### config.mk
export PLATFORM = sky130hd
export DESIGN_NAME = citron_uart
export DESIGN_NICKNAME = d
export VERILOG_FILES = /design/src/rtl/citron_uart_pkg.sv /design/src/rtl/citron_uart_fifo.sv /design/src/rtl/citron_uart.sv
export SDC_FILE = /design/constraint.sdc
export NUM_CORES = 1
export LEC_CHECK = 0
export BUFFER_PORTS_ARGS = -buffer_cell sky130_fd_sc_hd__clkbuf_2
export CORE_MARGIN = 3
export CORE_UTILIZATION = 41
export CTS_BUF_LIST = sky130_fd_sc_hd__clkbuf_16
export DETAILED_ROUTE_END_ITERATION = 12
export GPL_ROUTABILITY_DRIVEN = 0
export GPL_TIMING_DRIVEN = 0
export PLACE_DENSITY = 0.6
export SYNTH_ARGS = -nofsm -noshare
export SYNTH_HDL_FRONTEND = slang
export SYNTH_SLANG_ARGS = --single-unit
### constraint.sdc
create_clock -name clk -period 4.9 [get_ports clk]
set_input_delay 0.245 -clock clk [delete_from_list [all_inputs] [get_ports clk]]
set_output_delay 0.245 -clock clk [all_outputs]
set_load 0.05 [all_outputs]
### src/rtl/citron_uart_pkg.sv
// citron_uart_pkg: shared definitions for the Citron bus UART.
//  - register indices (citron_addr[2:0])
//  - STAT / CTRL / FLAGS bit positions
//  - TX / RX state enums and the latched frame format struct
package citron_uart_pkg;

  localparam logic [2:0] REG_DATA  = 3'd0;
  localparam logic [2:0] REG_STAT  = 3'd1;
  localparam logic [2:0] REG_DIV   = 3'd2;
  localparam logic [2:0] REG_CTRL  = 3'd3;
  localparam logic [2:0] REG_FLAGS = 3'd4;

  localparam int unsigned STAT_TX_IDLE  = 18;
  localparam int unsigned STAT_RX_EMPTY = 17;
  localparam int unsigned STAT_TX_FULL  = 16;

  localparam int unsigned CTRL_PAR_EN  = 2;
  localparam int unsigned CTRL_PAR_ODD = 3;
  localparam int unsigned CTRL_STOP2   = 4;
  localparam int unsigned CTRL_IE_LSB  = 8;   // [8] rx_nonempty, [9] tx_empty, [10] err

  localparam int unsigned FLAG_RX_OVERRUN = 0;
  localparam int unsigned FLAG_PARITY     = 1;
  localparam int unsigned FLAG_FRAMING    = 2;
  localparam int unsigned FLAG_TX_OVF     = 3;

  localparam logic [15:0] DIV_MIN = 16'd16;

  typedef enum logic [2:0] {TX_IDLE, TX_START, TX_DATA, TX_PARITY, TX_STOP} tx_state_t;
  typedef enum logic [2:0] {RX_IDLE, RX_START, RX_DATA, RX_PARITY, RX_STOP} rx_state_t;

  typedef struct packed {
    logic [1:0] bits;     // data bits - 5
    logic       par_en;
    logic       par_odd;
    logic       stop2;
  } frame_cfg_t;

  // Mask of the valid data bits for a given bits field (3 -> 8'hFF, 0 -> 8'h1F).
  function automatic logic [7:0] data_mask(input logic [1:0] bits);
    return 8'hFF >> (3'd3 - {1'b0, bits});
  endfunction

endpackage

### src/rtl/citron_uart_fifo.sv
// uart_fifo: synchronous FIFO used for the UART TX and RX paths.
//  clk, rst_n     clock, asynchronous active-low reset
//  push, din      write request and data
//  pop, dout      read request; dout shows the head entry (combinational)
//  full, empty    status
//  count          number of stored entries (0..DEPTH)
// Pointers carry an extra wrap bit; full is equal index with differing wrap bit.
// Push into a full FIFO succeeds only if a pop happens in the same cycle;
// a pop on an empty FIFO is ignored.
module uart_fifo #(
  parameter int unsigned WIDTH = 8,
  parameter int unsigned DEPTH = 8
) (
  input  logic                     clk,
  input  logic                     rst_n,
  input  logic                     push,
  input  logic [WIDTH-1:0]         din,
  input  logic                     pop,
  output logic [WIDTH-1:0]         dout,
  output logic                     full,
  output logic                     empty,
  output logic [$clog2(DEPTH):0]   count
);

  localparam int unsigned AW = $clog2(DEPTH);

  logic [WIDTH-1:0] mem_q [DEPTH];
  logic [AW:0]      wr_ptr_q, wr_ptr_d;
  logic [AW:0]      rd_ptr_q, rd_ptr_d;
  logic             do_push, do_pop;

  assign empty = (wr_ptr_q == rd_ptr_q);
  assign full  = (wr_ptr_q[AW-1:0] == rd_ptr_q[AW-1:0]) && (wr_ptr_q[AW] != rd_ptr_q[AW]);
  assign count = wr_ptr_q - rd_ptr_q;
  assign dout  = mem_q[rd_ptr_q[AW-1:0]];

  always_comb begin
    do_pop   = pop & ~empty;
    do_push  = push & (~full | do_pop);
    wr_ptr_d = wr_ptr_q + (AW+1)'(do_push);
    rd_ptr_d = rd_ptr_q + (AW+1)'(do_pop);
  end

  always_ff @(posedge clk or negedge rst_n) begin
    if (!rst_n) begin
      wr_ptr_q <= '0;
      rd_ptr_q <= '0;
    end else begin
      wr_ptr_q <= wr_ptr_d;
      rd_ptr_q <= rd_ptr_d;
    end
  end

  always_ff @(posedge clk) begin
    if (do_push) mem_q[wr_ptr_q[AW-1:0]] <= din;
  end

endmodule

### src/rtl/citron_uart.sv
// citron_uart: Citron bus UART with TX/RX FIFOs, runtime divisor, configurable
// frame format, sticky error flags and a level interrupt.
//  clk, rst_n          clock, asynchronous active-low reset
//  citron_addr/rdy/wr/writedata   bus request (byte payloads in [31:24])
//  citron_readdata     registered read data, valid the cycle after the request
//  citron_stall        always 0
//  citron_match        combinational address match on citron_addr[7:3]
//  irq                 registered OR of enabled interrupt causes
//  all_done            TX FIFO empty and TX FSM idle
//  TX / RX             serial pins (TX idles high, RX asynchronous)
module citron_uart
  import citron_uart_pkg::*;
#(
  parameter logic [7:0]  BASE_ADDR   = 8'h10,
  parameter int unsigned TX_DEPTH    = 8,
  parameter int unsigned RX_DEPTH    = 8,
  parameter logic [15:0] DIV_RESET   = 16'd434,
  parameter int unsigned SYNC_STAGES = 2
) (
  input  logic        clk,
  input  logic        rst_n,
  input  logic [7:0]  citron_addr,
  input  logic        citron_rdy,
  input  logic        citron_wr,
  input  logic [31:0] citron_writedata,
  output logic [31:0] citron_readdata,
  output logic        citron_stall,
  output logic        citron_match,
  output logic        irq,
  output logic        all_done,
  output logic        TX,
  input  logic        RX
);

  localparam int unsigned TCW = $clog2(TX_DEPTH) + 1;
  localparam int unsigned RCW = $clog2(RX_DEPTH) + 1;

  // ---------------- bus decode ----------------
  logic       rd_acc, wr_acc;
  logic [2:0] reg_idx;
  logic       wd_unused;

  assign citron_match = (citron_addr[7:3] == BASE_ADDR[7:3]);
  assign citron_stall = 1'b0;
  assign rd_acc       = citron_rdy & citron_match & ~citron_wr;
  assign wr_acc       = citron_rdy & citron_match &  citron_wr;
  assign reg_idx      = citron_addr[2:0];
  assign wd_unused    = ^citron_writedata[23:16];

  // ---------------- FIFOs ----------------
  logic           tx_push, tx_pop, tx_full, tx_empty;
  logic [7:0]     tx_dout;
  logic [TCW-1:0] tx_count;
  logic           rx_push, rx_pop, rx_full, rx_empty;
  logic [7:0]     rx_dout, rx_din;
  logic [RCW-1:0] rx_count;

  uart_fifo #(.WIDTH(8), .DEPTH(TX_DEPTH)) u_tx_fifo (
    .clk(clk), .rst_n(rst_n), .push(tx_push), .din(citron_writedata[31:24]),
    .pop(tx_pop), .dout(tx_dout), .full(tx_full), .empty(tx_empty), .count(tx_count)
  );

  uart_fifo #(.WIDTH(8), .DEPTH(RX_DEPTH)) u_rx_fifo (
    .clk(clk), .rst_n(rst_n), .push(rx_push), .din(rx_din),
    .pop(rx_pop), .dout(rx_dout), .full(rx_full), .empty(rx_empty), .count(rx_count)
  );

  // ---------------- registers ----------------
  logic [15:0] div_q, div_d;
  frame_cfg_t  cfg_q, cfg_d;
  logic [2:0]  ie_q, ie_d;
  logic [3:0]  flags_q, flags_d;
  logic [31:0] readdata_q, readdata_d;
  logic        irq_q, irq_d;
  logic        tx_idle;
  logic        rx_par_err_set, rx_frm_err_set;

  assign citron_readdata = readdata_q;
  assign irq             = irq_q;
  assign all_done        = tx_empty & tx_idle;

  always_comb begin
    div_d      = div_q;
    cfg_d      = cfg_q;
    ie_d       = ie_q;
    flags_d    = flags_q;
    readdata_d = readdata_q;
    tx_push    = 1'b0;
    rx_pop     = 1'b0;

    if (wr_acc) begin
      case (reg_idx)
        REG_DATA:  tx_push = 1'b1;
        REG_DIV:   div_d = (citron_writedata[15:0] < DIV_MIN) ? DIV_MIN : citron_writedata[15:0];
        REG_CTRL: begin
          cfg_d.bits    = citron_writedata[1:0];
          cfg_d.par_en  = citron_writedata[CTRL_PAR_EN];
          cfg_d.par_odd = citron_writedata[CTRL_PAR_ODD];
          cfg_d.stop2   = citron_writedata[CTRL_STOP2];
          ie_d          = citron_writedata[CTRL_IE_LSB +: 3];
        end
        REG_FLAGS: flags_d = flags_q & ~citron_writedata[3:0];
        default: ;
      endcase
    end

    if (rd_acc) begin
      case (reg_idx)
        REG_DATA: begin
          if (rx_empty) readdata_d = 32'hFFFF_0000;
          else begin
            readdata_d = {rx_dout, 24'h0};
            rx_pop     = 1'b1;
          end
        end
        REG_STAT: begin
          readdata_d                = '0;
          readdata_d[STAT_TX_IDLE]  = tx_idle;
          readdata_d[STAT_RX_EMPTY] = rx_empty;
          readdata_d[STAT_TX_FULL]  = tx_full;
          readdata_d[15:8]          = 8'(TX_DEPTH) - 8'(tx_count);
          readdata_d[7:0]           = 8'(rx_count);
        end
        REG_DIV:   readdata_d = {16'h0, div_q};
        REG_CTRL:  readdata_d = {21'h0, ie_q, 3'b000, cfg_q.stop2, cfg_q.par_odd,
                                 cfg_q.par_en, cfg_q.bits};
        REG_FLAGS: readdata_d = {28'h0, flags_q};
        default:   readdata_d = '0;
      endcase
    end

    // New error events win over a same-cycle W1C.
    if (tx_push && tx_full && !tx_pop) flags_d[FLAG_TX_OVF]     = 1'b1;
    if (rx_push && rx_full && !rx_pop) flags_d[FLAG_RX_OVERRUN] = 1'b1;
    if (rx_par_err_set)                flags_d[FLAG_PARITY]     = 1'b1;
    if (rx_frm_err_set)                flags_d[FLAG_FRAMING]    = 1'b1;

    irq_d = (ie_q[0] & ~rx_empty) | (ie_q[1] & tx_empty) | (ie_q[2] & |flags_q);
  end

  always_ff @(posedge clk or negedge rst_n) begin
    if (!rst_n) begin
      div_q      <= DIV_RESET;
      cfg_q      <= '{bits: 2'd3, par_en: 1'b0, par_odd: 1'b0, stop2: 1'b0};
      ie_q       <= '0;
      flags_q    <= '0;
      readdata_q <= '0;
      irq_q      <= 1'b0;
    end else begin
      div_q      <= div_d;
      cfg_q      <= cfg_d;
      ie_q       <= ie_d;
      flags_q    <= flags_d;
      readdata_q <= readdata_d;
      irq_q      <= irq_d;
    end
  end

  // ---------------- TX FSM ----------------
  // Format and divisor are latched at each start bit so register writes
  // only affect the following frame.
  tx_state_t   tx_state_q, tx_state_d;
  logic [15:0] tx_cnt_q, tx_cnt_d, tx_div_q, tx_div_d;
  logic [2:0]  tx_bit_q, tx_bit_d;
  logic [7:0]  tx_sh_q, tx_sh_d;
  logic        tx_par_q, tx_par_d, tx_line_q, tx_line_d;
  frame_cfg_t  tx_cfg_q, tx_cfg_d;
  logic        tx_tick, tx_start_frame;

  assign tx_idle = (tx_state_q == TX_IDLE);
  assign TX      = tx_line_q;

  always_comb begin
    tx_state_d     = tx_state_q;
    tx_cnt_d       = tx_cnt_q;
    tx_div_d       = tx_div_q;
    tx_bit_d       = tx_bit_q;
    tx_sh_d        = tx_sh_q;
    tx_par_d       = tx_par_q;
    tx_cfg_d       = tx_cfg_q;
    tx_pop         = 1'b0;
    tx_start_frame = 1'b0;
    tx_tick        = (tx_cnt_q == tx_div_q - 16'd1);

    if (tx_state_q != TX_IDLE) tx_cnt_d = tx_tick ? '0 : tx_cnt_q + 16'd1;

    case (tx_state_q)
      TX_IDLE:  tx_start_frame = ~tx_empty;
      TX_START: if (tx_tick) begin
        tx_state_d = TX_DATA;
        tx_bit_d   = '0;
      end
      TX_DATA: if (tx_tick) begin
        if (tx_bit_q == 3'(tx_cfg_q.bits) + 3'd4) begin
          tx_state_d = tx_cfg_q.par_en ? TX_PARITY : TX_STOP;
          tx_bit_d   = '0;
        end else begin
          tx_bit_d = tx_bit_q + 3'd1;
          tx_sh_d  = tx_sh_q >> 1;
        end
      end
      TX_PARITY: if (tx_tick) begin
        tx_state_d = TX_STOP;
        tx_bit_d   = '0;
      end
      TX_STOP: if (tx_tick) begin
        if (tx_cfg_q.stop2 && tx_bit_q == 3'd0) tx_bit_d = 3'd1;
        else if (!tx_empty)                     tx_start_frame = 1'b1;
        else                                    tx_state_d = TX_IDLE;
      end
      default: tx_state_d = TX_IDLE;
    endcase

    if (tx_start_frame) begin
      tx_pop     = 1'b1;
      tx_state_d = TX_START;
      tx_cnt_d   = '0;
      tx_sh_d    = tx_dout;
      tx_cfg_d   = cfg_q;
      tx_div_d   = div_q;
      tx_par_d   = ^(tx_dout & data_mask(cfg_q.bits)) ^ cfg_q.par_odd;
    end

    case (tx_state_d)
      TX_START:  tx_line_d = 1'b0;
      TX_DATA:   tx_line_d = tx_sh_d[0];
      TX_PARITY: tx_line_d = tx_par_d;
      default:   tx_line_d = 1'b1;
    endcase
  end

  always_ff @(posedge clk or negedge rst_n) begin
    if (!rst_n) begin
      tx_state_q <= TX_IDLE;
      tx_cnt_q   <= '0;
      tx_div_q   <= DIV_RESET;
      tx_bit_q   <= '0;
      tx_sh_q    <= '0;
      tx_par_q   <= 1'b0;
      tx_cfg_q   <= '0;
      tx_line_q  <= 1'b1;
    end else begin
      tx_state_q <= tx_state_d;
      tx_cnt_q   <= tx_cnt_d;
      tx_div_q   <= tx_div_d;
      tx_bit_q   <= tx_bit_d;
      tx_sh_q    <= tx_sh_d;
      tx_par_q   <= tx_par_d;
      tx_cfg_q   <= tx_cfg_d;
      tx_line_q  <= tx_line_d;
    end
  end

  // ---------------- RX FSM ----------------
  logic [SYNC_STAGES-1:0] rx_sync_q, rx_sync_d;
  logic                   rx_s, rx_prev_q;
  rx_state_t              rx_state_q, rx_state_d;
  logic [15:0]            rx_cnt_q, rx_cnt_d, rx_div_q, rx_div_d;
  logic [2:0]             rx_bit_q, rx_bit_d;
  logic [7:0]             rx_sh_q, rx_sh_d;
  frame_cfg_t             rx_cfg_q, rx_cfg_d;
  logic                   rx_tick, rx_half;

  assign rx_s   = rx_sync_q[SYNC_STAGES-1];
  assign rx_din = rx_sh_q;

  always_comb begin
    rx_sync_d      = SYNC_STAGES'({rx_sync_q, RX});
    rx_state_d     = rx_state_q;
    rx_cnt_d       = rx_cnt_q;
    rx_div_d       = rx_div_q;
    rx_bit_d       = rx_bit_q;
    rx_sh_d        = rx_sh_q;
    rx_cfg_d       = rx_cfg_q;
    rx_push        = 1'b0;
    rx_par_err_set = 1'b0;
    rx_frm_err_set = 1'b0;
    rx_tick        = (rx_cnt_q == rx_div_q - 16'd1);
    rx_half        = (rx_cnt_q == (rx_div_q >> 1) - 16'd1);

    if (rx_state_q != RX_IDLE) rx_cnt_d = rx_cnt_q + 16'd1;

    case (rx_state_q)
      RX_IDLE: if (rx_prev_q && !rx_s) begin
        rx_state_d = RX_START;
        rx_cnt_d   = '0;
        rx_div_d   = div_q;
        rx_cfg_d   = cfg_q;
        rx_sh_d    = '0;
        rx_bit_d   = '0;
      end
      // From the half-bit point onward every sample lands mid-bit.
      RX_START: if (rx_half) begin
        rx_state_d = rx_s ? RX_IDLE : RX_DATA;
        rx_cnt_d   = '0;
      end
      RX_DATA: if (rx_tick) begin
        rx_cnt_d          = '0;
        rx_sh_d[rx_bit_q] = rx_s;
        if (rx_bit_q == 3'(rx_cfg_q.bits) + 3'd4)
          rx_state_d = rx_cfg_q.par_en ? RX_PARITY : RX_STOP;
        else
          rx_bit_d = rx_bit_q + 3'd1;
      end
      RX_PARITY: if (rx_tick) begin
        rx_cnt_d       = '0;
        rx_par_err_set = (rx_s != (^rx_sh_q ^ rx_cfg_q.par_odd));
        rx_state_d     = RX_STOP;
      end
      RX_STOP: if (rx_tick) begin
        rx_frm_err_set = ~rx_s;
        rx_push        = 1'b1;
        rx_state_d     = RX_IDLE;
      end
      default: rx_state_d = RX_IDLE;
    endcase
  end

  always_ff @(posedge clk or negedge rst_n) begin
    if (!rst_n) begin
      rx_sync_q  <= '1;
      rx_prev_q  <= 1'b1;
      rx_state_q <= RX_IDLE;
      rx_cnt_q   <= '0;
      rx_div_q   <= DIV_RESET;
      rx_bit_q   <= '0;
      rx_sh_q    <= '0;
      rx_cfg_q   <= '0;
    end else begin
      rx_sync_q  <= rx_sync_d;
      rx_prev_q  <= rx_s;
      rx_state_q <= rx_state_d;
      rx_cnt_q   <= rx_cnt_d;
      rx_div_q   <= rx_div_d;
      rx_bit_q   <= rx_bit_d;
      rx_sh_q    <= rx_sh_d;
      rx_cfg_q   <= rx_cfg_d;
    end
  end

endmodule

==> results by group <==
Worst setup path
  – Worst R2R End: u_tx_fifo.mem_q[1][2]
  – Critical Path Source: tx_div_q[6]
  – Crit path max-delay family: simple AND/OR/NAND/NOR gates
  – Most frequent CP cell: or4_4
  – Slowest stage delay, CP: 760 ps
  – Reg-to-Reg Start: tx_div_q[6]
  – Cell chain of the critical path: buf_6 -> or4_4 -> or4_4 -> nor4_1 -> xnor2_1 -> o2111ai_2 -> o31ai_4 -> nand3_2 -> a2111oi_2 -> nor3b_2
  – WP buf/inv: 1
  – Critical path startpoint category: flip-flop
  – Maximum net fanout on the critical path: 9
  – Reg2reg setup slack: 330 ps
  – CP Class: reg2reg
  – Critical Path Stages: 10
  – Crit path DAT: 4750 ps
  – R2R cell count: 10
  – Crit path to: u_tx_fifo.mem_q[1][2]
  – Worst setup EP type: flip-flop
  – CP required: 5080 ps
  – CP max stage cell: nor3b_2

Final layout
  – Most common cell after layout, fill and taps aside: dfrtp_1
  – Area of the multi-input gates: 0.00643 mm^2
  – # nets final: 1506
  – Sequential cell area: 0.00832 mm^2
  – Share of cells above drive strength 1: 0.191
  – Most frequent cells in the layout: 157 x dfrtp_1, 131 x nand2_1, 128 x edfxtp_1
  – Fin util: 0.481
  – Fillers: 3287
  – Synth-to-layout area growth: 15.6%

Power
  – Net switching power figure: 2680 uW
  – Sequential share of power: 0.377
  – Clock power share: 0.323
  – Gate power share: 0.301
  – Sw Ratio: 0.328
  – Internal power: 5500 uW
  – Leak Pwr: 0.00723 uW
  – Pwr dens: 463 mW/mm^2
  – VDD IR-drop max: 0.000288 V

Route
  – Detailed router's first-iteration violation count: 706
  – DRT Wirelength: 35.9 mm
  – Routed Antenna Nets: 0
  – WL/cell: 18.6 um
  – Drt drc: 0
  – First-pass DRT Iterations: 5
  – Routed via count: 10500
  – Drt via density: 5.42

Clock network
  – CTS tree: built
  – Clock root cell: clkbuf_16
  – Clock Tree Buf Depth: 3
  – Clk sinks: 306
  – CTS buffer count: 35
  – Worst-path clk slew: 60 ps
  – H-tree depth: 2
  – Number of setup buffers added after CTS: 0
  – Skew-Pair Late Insertion Delay: 550 ps

Synth
  – Main synth FF type: dfrtp_1
  – Avg Cell Area, Syn: 11.7 um^2
  – Netlist cell types: 83
  – Sequential fraction of the synthesis area: 0.545
  – Post-Syn Instances: 1304
  – Flops & latches, synth: 306
  – Post-synth net total: 1375
  – Async set or reset register ratio after synthesis: 0.582
  – EDFF count, synth: 128
  – Synth warn: 0
  – Cell area after synthesis: 0.0153 mm^2

Global route
  – First-pass GRT wire length: 57.8 mm
  – Vias in the first global route: 10500
  – Gr ovfl total: 0
  – Largest net degree at the start of global routing: 104
  – Antenna violations before repair: 1
  – Global-route usage over all layers: 0.187

Floorplan
  – Initial Utilization: 0.417
  – Die Width: 199 um
  – CORE AREA: 0.0367 mm^2
  – Die height: 199 um
  – Row count: 70
  – # IOs: 82
  – Die area: 0.0396 mm^2

Timing
  – Hold WS: 25.2 ps
  – Worst relative slew slack: 0.159
  – Setup violators final: 0
  – Min Tclk post-route: 4570 ps
  – Fmax: 0.219 GHz
  – Slew Limit Fails: 0
  – Count of final hold-check violations: 0
  – Post-route clock period utilization: 0.933
  – Worst Tran Pin Value: 1250 ps
  – Unrepaired setup endpoints after global routing: no
  – Layout Skew: 21.4 ps

Worst hold path
  – Hold WC Path Type: in2reg

Job
  – Number of max-cap violations: 0

Outcome
  – Outcome: complete, no violations

Place
  – I/O Buffers: 71
  – Post-detail-place hpwl: 25.6 mm
==> metrics by stage <==
stage               TNS, ps  setup WS [ps]  power, uW  instances  area, um^2
floorplan                 0            764       4980       1304       15300
global placement      -1510           -190       5540       1843       16200
detailed placement        0            197       5580       1844       16300
CTS                       0            199       8270       1929       17700
global route              0           69.9       8700       1929       17700
finish                    0            327       8190       1930       17700
==> state kept, by name, indices dropped and copies added (netlist names), 16 cells and up <==
name / flops
div_q: 16
rx_cnt_q: 16
citron_readdata: 28
u_tx_fifo.mem_q: 64
u_rx_fifo.mem_q: 64
tx_cnt_q: 16
tx_div_q: 16
rx_div_q: 16
==> cell type report <==
class | instances | area share
Antenna cell | 1 | 0.000142
Buffer | 78 | 0.0213
Clock buffer | 37 | 0.0524
Clock inverter | 26 | 0.0139
Inverter | 44 | 0.00935
Multi-Input combinational cell | 876 | 0.364
Sequential cell | 306 | 0.471
Tap cell | 468 | 0.0331
Timing Repair Buffer | 94 | 0.0346
==> kinds of logic (layout without fill, tap and decap cells) <==
logic type	Yosys count	after routing	synth area share
xor+xnor	101	101	0.0579
fa+ha+maj	26	26	0.0223
flops	306	306	0.545
buf+inv	122	279	0.0354
mux	111	111	0.0994
compound gates	206	206	0.0938
simple gates	431	431	0.147
other cells	1	2	0.000245
==> cell usage after synthesis (8+ instances only) <==
library cell / number / area, um^2
a21o_1: 16 / 120
a21oi_1: 14 / 70.1
a311oi_1: 8 / 70.1
and2_1: 8 / 50.1
and3_1: 13 / 81.3
clkbuf_1: 57 / 214
dfrtp_1: 157 / 3930
dfstp_2: 21 / 552
edfxtp_1: 128 / 3840
ha_1: 24 / 300
inv_1: 43 / 161
mux2_2: 56 / 631
mux2i_1: 28 / 280
mux4_2: 27 / 608
nand2_1: 131 / 492
nand2b_1: 10 / 62.6
nand3_1: 33 / 165
nand3b_1: 17 / 128
nand4_1: 18 / 113
nor2_1: 76 / 285
nor2b_1: 13 / 81.3
nor3_1: 34 / 170
nor3b_1: 9 / 67.6
nor4_1: 16 / 100
o21ai_0: 79 / 395
o31ai_1: 14 / 105
or3_1: 13 / 81.3
xnor2_1: 72 / 631
xor2_1: 29 / 254
==> layer usage <==
metal  GRT usage  wire length (um)  up-vias
met5           0                20        -
met2       0.300             16600      204
li1            -                 -     5022
met1       0.257             16800     5179
met4      0.0474               737        2
met3      0.0462              1870       52
==> power groups by stage <==
| stage | Combinational, uW | Sequential (uW) | Clock (uW) |
|---|---|---|---|
| after global placement | 2410 | 3130 | 0 |
| after floorplan | 1870 | 3120 | 0 |
| final | 2460 | 3080 | 2640 |
| after global routing | 2760 | 3120 | 2830 |
| after detailed placement | 2450 | 3130 | 0 |
| after CTS | 2470 | 3080 | 2710 |
==> worst min path at each step <==
stage	from	depth (start not counted)	end
global route	citron_writedata[9]	2	ie_q[1]
CTS	citron_writedata[9]	2	ie_q[1]
floorplan	rst_n	0	cfg_q[0]
global placement	RX	1	rx_sync_q[0]
finish	citron_writedata[9]	2	ie_q[1]
detailed placement	rst_n	1	rx_cnt_q[12]
==> timing repair <==
item	in CTS	in global routing
endpoints found under the hold margin	145	0
setup endpoints to repair	0	8
gates resized for setup	0	1
hold buffers	22	0
No activity file was read; power rests on OpenSTA's default activity.
